`src/rtl/imem_pkg.sv`:
```
// Purpose: shared types, defaults and byte-address helpers for the instruction memory.
// Contents: state_t (LOAD/RUN), NOP_WORD_DEFAULT, word_index / word_aligned / word_in_range.
package imem_pkg;

  typedef enum logic {
    LOAD = 1'b0,
    RUN  = 1'b1
  } state_t;

  localparam logic [31:0] NOP_WORD_DEFAULT = 32'h0000_0000;

  // Helpers work on a fixed wide address so any ADDR_W up to this width is compared in full.
  localparam int unsigned CHK_ADDR_W = 64;

  // Byte address to word index.
  function automatic logic [CHK_ADDR_W-1:0] word_index(input logic [CHK_ADDR_W-1:0] byte_addr);
    return byte_addr >> 2;
  endfunction

  // Word alignment check on the two byte-offset bits.
  function automatic logic word_aligned(input logic [1:0] byte_ofs);
    return byte_ofs == 2'b00;
  endfunction

  // Full-width range check: no upper bits are dropped, so large addresses never alias.
  function automatic logic word_in_range(input logic [CHK_ADDR_W-1:0] byte_addr,
                                         input int unsigned          depth);
    return word_index(byte_addr) < CHK_ADDR_W'(depth);
  endfunction

endpackage

```
`src/rtl/instr_mem_fetch_if.sv`:
```
// Purpose: load/fetch bus between the hazard/PC side (master) and the instruction memory (slave).
// Signals: ld_we/ld_addr/ld_data/ld_done (load port), fetch_req/pc/stall/flush (fetch control),
//          instr/instr_valid/misalign/oor/ld_err/running (memory responses).
interface instr_mem_fetch_if #(
  parameter int unsigned DATA_W = 32,
  parameter int unsigned ADDR_W = 32
) ();

  logic              ld_we;
  logic [ADDR_W-1:0] ld_addr;
  logic [DATA_W-1:0] ld_data;
  logic              ld_done;
  logic              fetch_req;
  logic [ADDR_W-1:0] pc;
  logic              stall;
  logic              flush;
  logic [DATA_W-1:0] instr;
  logic              instr_valid;
  logic              misalign;
  logic              oor;
  logic              ld_err;
  logic              running;

  modport master (
    output ld_we, ld_addr, ld_data, ld_done, fetch_req, pc, stall, flush,
    input  instr, instr_valid, misalign, oor, ld_err, running
  );

  modport slave (
    input  ld_we, ld_addr, ld_data, ld_done, fetch_req, pc, stall, flush,
    output instr, instr_valid, misalign, oor, ld_err, running
  );

endinterface

```
`src/rtl/imem_addr_chk.sv`:
```
// Purpose: combinational byte-address decode shared by the load and fetch ports.
// Ports: i_addr (byte address), o_idx_c (word index, meaningful only when in range),
//        o_aligned_c (addr[1:0] == 0), o_in_range_c (word index < DEPTH).
module imem_addr_chk
  import imem_pkg::*;
#(
  parameter  int unsigned ADDR_W = 32,
  parameter  int unsigned DEPTH  = 64,
  localparam int unsigned IDX_W  = $clog2(DEPTH)
) (
  input  logic [ADDR_W-1:0] i_addr,
  output logic [IDX_W-1:0]  o_idx_c,
  output logic              o_aligned_c,
  output logic              o_in_range_c
);

  logic [CHK_ADDR_W-1:0] w_addr_ext;
  logic [CHK_ADDR_W-1:0] w_index;

  assign w_addr_ext   = CHK_ADDR_W'(i_addr);
  assign w_index      = word_index(w_addr_ext);
  assign o_idx_c      = IDX_W'(w_index);
  assign o_aligned_c  = word_aligned(i_addr[1:0]);
  assign o_in_range_c = word_in_range(w_addr_ext, DEPTH);

endmodule

```
`src/rtl/instr_mem_fetch.sv`:
```
// Purpose: loadable instruction memory with one-cycle registered fetch, stall and flush.
// Ports: clk, rst (async, active-high), bus (instr_mem_fetch_if.slave):
//   load port ld_we/ld_addr/ld_data/ld_done, fetch port fetch_req/pc/stall/flush,
//   outputs instr/instr_valid/misalign/oor (fetch result), ld_err (sticky), running (RUN state).
module instr_mem_fetch
  import imem_pkg::*;
#(
  parameter int unsigned        DATA_W   = 32,
  parameter int unsigned        DEPTH    = 64,
  parameter int unsigned        ADDR_W   = 32,
  parameter logic [DATA_W-1:0]  NOP_WORD = DATA_W'(NOP_WORD_DEFAULT)
) (
  input  logic              clk,
  input  logic              rst,
  instr_mem_fetch_if.slave  bus
);

  localparam int unsigned IDX_W = $clog2(DEPTH);

  state_t            r_state;
  state_t            w_state_nxt;

  logic [DATA_W-1:0] r_mem [DEPTH];

  logic [DATA_W-1:0] r_instr;
  logic              r_valid;
  logic              r_misalign;
  logic              r_oor;
  logic              r_ld_err;

  logic [DATA_W-1:0] w_instr_nxt;
  logic              w_valid_nxt;
  logic              w_misalign_nxt;
  logic              w_oor_nxt;
  logic              w_ld_err_nxt;
  logic              w_ld_write;

  logic [IDX_W-1:0]  w_ld_idx;
  logic              w_ld_aligned;
  logic              w_ld_in_range;
  logic [IDX_W-1:0]  w_pc_idx;
  logic              w_pc_aligned;
  logic              w_pc_in_range;
  logic [DATA_W-1:0] w_rd_word;

  // Address decode for the load port.
  imem_addr_chk #(
    .ADDR_W (ADDR_W),
    .DEPTH  (DEPTH)
  ) u_ld_chk (
    .i_addr       (bus.ld_addr),
    .o_idx_c      (w_ld_idx),
    .o_aligned_c  (w_ld_aligned),
    .o_in_range_c (w_ld_in_range)
  );

  // Address decode for the fetch port.
  imem_addr_chk #(
    .ADDR_W (ADDR_W),
    .DEPTH  (DEPTH)
  ) u_pc_chk (
    .i_addr       (bus.pc),
    .o_idx_c      (w_pc_idx),
    .o_aligned_c  (w_pc_aligned),
    .o_in_range_c (w_pc_in_range)
  );

  assign w_rd_word = r_mem[w_pc_idx];

  // State register.
  always_ff @(posedge clk or posedge rst) begin
    if (rst) begin
      r_state <= LOAD;
    end else begin
      r_state <= w_state_nxt;
    end
  end

  // Next state: LOAD exits on ld_done; RUN is left only through reset.
  always_comb begin
    w_state_nxt = r_state;
    if ((r_state == LOAD) && bus.ld_done) begin
      w_state_nxt = RUN;
    end
  end

  // Output / datapath control for the current state.
  always_comb begin
    w_instr_nxt    = NOP_WORD;
    w_valid_nxt    = 1'b0;
    w_misalign_nxt = 1'b0;
    w_oor_nxt      = 1'b0;
    w_ld_err_nxt   = r_ld_err;
    w_ld_write     = 1'b0;

    unique case (r_state)
      LOAD: begin
        // Fetches are ignored while loading; outputs stay cleared.
        if (bus.ld_we) begin
          if (w_ld_aligned && w_ld_in_range) begin
            w_ld_write = 1'b1;
          end else begin
            w_ld_err_nxt = 1'b1;
          end
        end
      end
      RUN: begin
        if (bus.ld_we) begin
          w_ld_err_nxt = 1'b1;
        end
        // Flush falls through to the cleared defaults and beats stall.
        if (!bus.flush) begin
          if (bus.stall) begin
            w_instr_nxt    = r_instr;
            w_valid_nxt    = r_valid;
            w_misalign_nxt = r_misalign;
            w_oor_nxt      = r_oor;
          end else if (bus.fetch_req) begin
            if (!w_pc_aligned) begin
              w_misalign_nxt = 1'b1;
            end else if (!w_pc_in_range) begin
              w_oor_nxt = 1'b1;
            end else begin
              w_instr_nxt = w_rd_word;
              w_valid_nxt = 1'b1;
            end
          end
        end
      end
      default: begin
      end
    endcase
  end

  // Program array: reset to NOP, written only from the load port in LOAD.
  always_ff @(posedge clk or posedge rst) begin
    if (rst) begin
      r_mem <= '{default: NOP_WORD};
    end else if (w_ld_write) begin
      r_mem[w_ld_idx] <= bus.ld_data;
    end
  end

  // Registered fetch result and sticky load error.
  always_ff @(posedge clk or posedge rst) begin
    if (rst) begin
      r_instr    <= NOP_WORD;
      r_valid    <= 1'b0;
      r_misalign <= 1'b0;
      r_oor      <= 1'b0;
      r_ld_err   <= 1'b0;
    end else begin
      r_instr    <= w_instr_nxt;
      r_valid    <= w_valid_nxt;
      r_misalign <= w_misalign_nxt;
      r_oor      <= w_oor_nxt;
      r_ld_err   <= w_ld_err_nxt;
    end
  end

  assign bus.instr       = r_instr;
  assign bus.instr_valid = r_valid;
  assign bus.misalign    = r_misalign;
  assign bus.oor         = r_oor;
  assign bus.ld_err      = r_ld_err;
  assign bus.running     = (r_state == RUN);

endmodule

```
`src/flat_wrapper.sv`:
```
// flat-port wrapper written by rule: the top's interface ports become plain ports
module instr_mem_fetch_flat import imem_pkg::*;
#(
  parameter int unsigned        DATA_W   = 32,
  parameter int unsigned        DEPTH    = 64,
  parameter int unsigned        ADDR_W   = 32,
  parameter logic [DATA_W-1:0]  NOP_WORD = DATA_W'(NOP_WORD_DEFAULT)
)
  (clk, rst, bus_ld_we, bus_ld_addr, bus_ld_data, bus_ld_done, bus_fetch_req, bus_pc, bus_stall, bus_flush, bus_instr, bus_instr_valid, bus_misalign, bus_oor, bus_ld_err, bus_running);
  instr_mem_fetch_if #(.DATA_W(DATA_W), .ADDR_W(ADDR_W)) bus_i ();
  input  logic clk;
  input  logic rst;
  input wire logic [$bits(bus_i.ld_we)-1:0] bus_ld_we;
  input wire logic [$bits(bus_i.ld_addr)-1:0] bus_ld_addr;
  input wire logic [$bits(bus_i.ld_data)-1:0] bus_ld_data;
  input wire logic [$bits(bus_i.ld_done)-1:0] bus_ld_done;
  input wire logic [$bits(bus_i.fetch_req)-1:0] bus_fetch_req;
  input wire logic [$bits(bus_i.pc)-1:0] bus_pc;
  input wire logic [$bits(bus_i.stall)-1:0] bus_stall;
  input wire logic [$bits(bus_i.flush)-1:0] bus_flush;
  output wire logic [$bits(bus_i.instr)-1:0] bus_instr;
  output wire logic [$bits(bus_i.instr_valid)-1:0] bus_instr_valid;
  output wire logic [$bits(bus_i.misalign)-1:0] bus_misalign;
  output wire logic [$bits(bus_i.oor)-1:0] bus_oor;
  output wire logic [$bits(bus_i.ld_err)-1:0] bus_ld_err;
  output wire logic [$bits(bus_i.running)-1:0] bus_running;
  assign bus_i.ld_we = bus_ld_we;
  assign bus_i.ld_addr = bus_ld_addr;
  assign bus_i.ld_data = bus_ld_data;
  assign bus_i.ld_done = bus_ld_done;
  assign bus_i.fetch_req = bus_fetch_req;
  assign bus_i.pc = bus_pc;
  assign bus_i.stall = bus_stall;
  assign bus_i.flush = bus_flush;
  assign bus_instr = bus_i.instr;
  assign bus_instr_valid = bus_i.instr_valid;
  assign bus_misalign = bus_i.misalign;
  assign bus_oor = bus_i.oor;
  assign bus_ld_err = bus_i.ld_err;
  assign bus_running = bus_i.running;
  instr_mem_fetch #(.DATA_W(DATA_W), .DEPTH(DEPTH), .ADDR_W(ADDR_W), .NOP_WORD(NOP_WORD)) u_core (.clk(clk), .rst(rst), .bus(bus_i));
endmodule
```
`config.mk`:
```
export PLATFORM = sky130hd
export DESIGN_NAME = instr_mem_fetch_flat
export DESIGN_NICKNAME = d
export VERILOG_FILES = /design/src/rtl/imem_pkg.sv /design/src/rtl/instr_mem_fetch_if.sv /design/src/rtl/imem_addr_chk.sv /design/src/rtl/instr_mem_fetch.sv /design/src/flat_wrapper.sv
export SDC_FILE = /design/constraint.sdc
export NUM_CORES = 2
export LEC_CHECK = 0
export CORE_MARGIN = 3
export CORE_UTILIZATION = 50
export DETAILED_ROUTE_END_ITERATION = 10
export DONT_BUFFER_PORTS = 1
export PLACE_DENSITY = 0.61
export SYNTH_ARGS = -nofsm -noshare
export SYNTH_HDL_FRONTEND = slang
export SYNTH_HIERARCHICAL = 1
export SYNTH_SLANG_ARGS = --single-unit
```
`constraint.sdc`:
```
create_clock -name clk -period 92.6 [get_ports clk]
set_clock_uncertainty 0.1 [all_clocks]
set_input_delay 18.52 -clock clk [delete_from_list [all_inputs] [get_ports clk]]
set_output_delay 18.52 -clock clk [all_outputs]
set_load 0.1 [all_outputs]
```
==> impl_metrics.env <==
export IMPL_status="finished clean"
export IMPL_vias=54100
export IMPL_critPathRequiredTime_ns=93.36
export IMPL_area_delta_synth_final_pct=8.87
export IMPL_fin_ws_ns=70.16
export IMPL_synth_seq_cells=2085
export IMPL_grt_pass1_vias=56400
export IMPL_portBuffers=0
export IMPL_r2r_setup_slack_ns=87.85
export IMPL_crit_arrival_ns=23.21
export IMPL_route_detailed_drc=0
export IMPL_synth_edf_count=0
export IMPL_critPathLaunch="rst"
export IMPL_insertion_delay_ns=0.87
export IMPL_worst_slew_pin_slew_ns=1.44
export IMPL_gp_congestion=0.770
export IMPL_r2r_start="u_core/bus.running$_DFFE_PP0P_"
export IMPL_first_pass_iters=7
export IMPL_yosysSeqAreaShare_pct=55.0
export IMPL_grt_overflow_total=0
export IMPL_p_leak_nw=50.2
export IMPL_cts_resized=0
export IMPL_cts_tree="built"
export IMPL_routed_wl_um=282000
export IMPL_netlist_top_cells_area="dfrtp_1, mux2_2, mux4_2, mux2i_1, buf_2"
export IMPL_synth_cell_types=64
export IMPL_die_area_um2=195000
export IMPL_tns_ns=0
export IMPL_cts_buffer_depth=3
export IMPL_n_fill_cell=15100
export IMPL_fin_nets=5879
export IMPL_power_density_nw_per_um2=17.7
export IMPL_slew_headroom_pct=3.85
export IMPL_clk_pin_slew_ns=0.06
export IMPL_path_class="primary input to asynchronous set/reset pin"
export IMPL_reg2regPathDepth=5
export IMPL_hold_viol_final=0
export IMPL_grtUsageTotal_pct=28.9
export IMPL_cts_root_buf="clkbuf_16"
export IMPL_core_um2=188000
export IMPL_setup_violations=0
export IMPL_synth_top_area_share_pct=55.0
export IMPL_fp_dieW_um=442
export IMPL_cts_buffers=218
export IMPL_start_util_pct=50.4
export IMPL_die_height_um=442
export IMPL_finalCritPeriodShare_pct=24.2
export IMPL_pin_count=140
export IMPL_async_flop_share_pct=100
export IMPL_period_needed_ns=22.44
export IMPL_dpl_hpwl_um=149000
export IMPL_max_cap_violations=0
export IMPL_critPathLaunchType="primary input"
export IMPL_hold_buffers=0
export IMPL_ys_flop_type="dfrtp_1"
export IMPL_multi_input_area_um2=40000
export IMPL_num_rows=159
export IMPL_h_tree_depth=4
export IMPL_crit_fanout=108
export IMPL_post_cts_buffers=0
export IMPL_grt_pass1_wl_um=412000
export IMPL_viasPerCell=6.40
export IMPL_seq_area_um2=52200
export IMPL_netlist_instances=6069
export IMPL_peakVddDrop_v=0.0000185
export IMPL_pre_cts_ws_ns=69.10
export IMPL_endpoint="u_core/r_mem[1128]$_DFFE_PP0P_"
export IMPL_worst_setup_path_end_kind="asynchronous set/reset pin"
export IMPL_hold_path_class="flip-flop to flip-flop"
export IMPL_r2r_end="u_core/r_mem[294]$_DFFE_PP0P_"
export IMPL_clock_sinks=2085
export IMPL_wl_per_cell_um=33.3
export IMPL_ant_nets=0
export IMPL_yosys_warnings=6
export IMPL_holdCritStartpoint="u_core/r_mem[909]$_DFFE_PP0P_"
export IMPL_rsz0062_at_grt="no"
export IMPL_grt_max_degree=494
export IMPL_layout_drive_gt1_share_pct=50.7
export IMPL_syn_cell_area_um2=94900
export IMPL_syn_area_per_cell_um2=15.6
export IMPL_antenna_found_initial=9
export IMPL_drt_iter0_markers=4356
export IMPL_synthesis_nets=6172
export IMPL_fmax_ghz=0.0446
export IMPL_slew_viol_final=0
export IMPL_synth_largest_area_cell="dfrtp_1"
how the worst min path moves through the flow:
stage | end | slack [ns] | depth (start not counted)
6_report | u_core/r_mem[909]$_DFFE_PP0P_ | 0.38 | 1
5_1_grt | u_core/r_mem[896]$_DFFE_PP0P_ | 0.40 | 1
4_1_cts | u_core/r_mem[926]$_DFFE_PP0P_ | 0.38 | 1
3_5_place_dp | u_core/r_mem[926]$_DFFE_PP0P_ | 0.37 | 1
3_3_place_gp | u_core/r_mem[904]$_DFFE_PP0P_ | 0.36 | 1
2_1_floorplan | u_core/r_mem[918]$_DFFE_PP0P_ | 0.35 | 1
layer usage:
metal / vias up / wire length, um / share of wire, % / global-route usage [%]
met2: 1461 / 134000 / 47 / 46.7
met5: - / 13 / 0.0046 / 0
met3: 441 / 14700 / 5.2 / 4.22
met1: 30200 / 124000 / 44 / 41.0
met4: 2 / 8780 / 3.1 / 8.50
li1: 21900 / - / - / -
registers in the layout (all words and copies together), names as in the netlist:
name and cells:
u_core/bus.misalign 1, u_core/bus.instr_valid 1, u_core/bus.instr 32, u_core/bus.running 1, u_core/bus.ld_err 1, u_core/r_mem 2048
u_core/bus.oor 1
layout make-up:
cell class,instances,area share [%]
timing repair buffer,113,0.881
multi-input combinational,3354,38.7
clock buffer,349,6.43
sequential,2085,50.5
inverter,4,0.0218
clock inverter,44,0.460
tap,2495,3.02
antenna,5,0.0121
critical path, cell delays in order:
cell	delay [ns]
inv_8	0.45
buf_4	0.70
buf_4	0.78
buf_4	0.79
buf_4	0.86
buf_4	0.77
cell families after synthesis:
group | count (synthesis) | synth area share (%)
muxes | 2732 | 37.7
AOI/OAI and AO/OA | 292 | 2.20
and+or+nand+nor | 330 | 1.78
buffers and inverters | 630 | 3.36
DFF | 2085 | 55.0
metrics by stage:
step | cells | utilization, % | hold slack, ns | cell area (um2) | power [mW]
after global routing | 8445 | 54.9 | 0.397 | 103000 | 1.89
after global placement | 8051 | 51.1 | 0.362 | 96200 | 0.973
after CTS | 8444 | 54.9 | 0.382 | 103000 | 1.85
after detailed placement | 8051 | 51.1 | 0.369 | 96200 | 0.973
final | 8449 | 54.9 | 0.385 | 103000 | 1.83
after floorplan | 6069 | - | 0.352 | 94900 | 0.986
where the power goes:
| part | internal [mW] | total (mW) | switching (mW) |
|---|---|---|---|
| Sequential | 0.911 | 0.912 | 0.000258 |
| Combinational | 0.0150 | 0.0448 | 0.0297 |
| Clock | 0.509 | 0.875 | 0.365 |
| Total | 1.44 | 1.83 | 0.395 |
synth_stat cells (29+ instances only):
library cell / number
a22oi_1: 127
mux2_1: 39
mux2_2: 1990
buf_2: 224
clkbuf_1: 240
nand2_1: 103
buf_4: 68
mux2_4: 30
buf_1: 57
dfrtp_1: 2085
mux4_2: 461
nor2_1: 69
a211oi_1: 29
nand3_1: 45
mux2i_1: 212
o22ai_1: 38
buf_6: 35
placed cells by master (no fill, tap or decap), types with 14 or more instances in the layout:
cell and n:
dfrtp_1 2085, mux2_2 1990, mux4_2 461, clkbuf_16 223, mux2i_1 212, a22oi_1 127, buf_4 108, nand2_1 86
clkbuf_1 67, clkbuf_8 59, nor2_4 43, nand3_1 43, mux2_1 39, o22ai_1 38, mux2_4 30, a211oi_1 29
clkinv_2 28, a21oi_1 27, nor2_1 24, nand2_2 18, o21ai_0 16, nor2b_1 14
No activity file was read; power rests on OpenSTA's default activity.
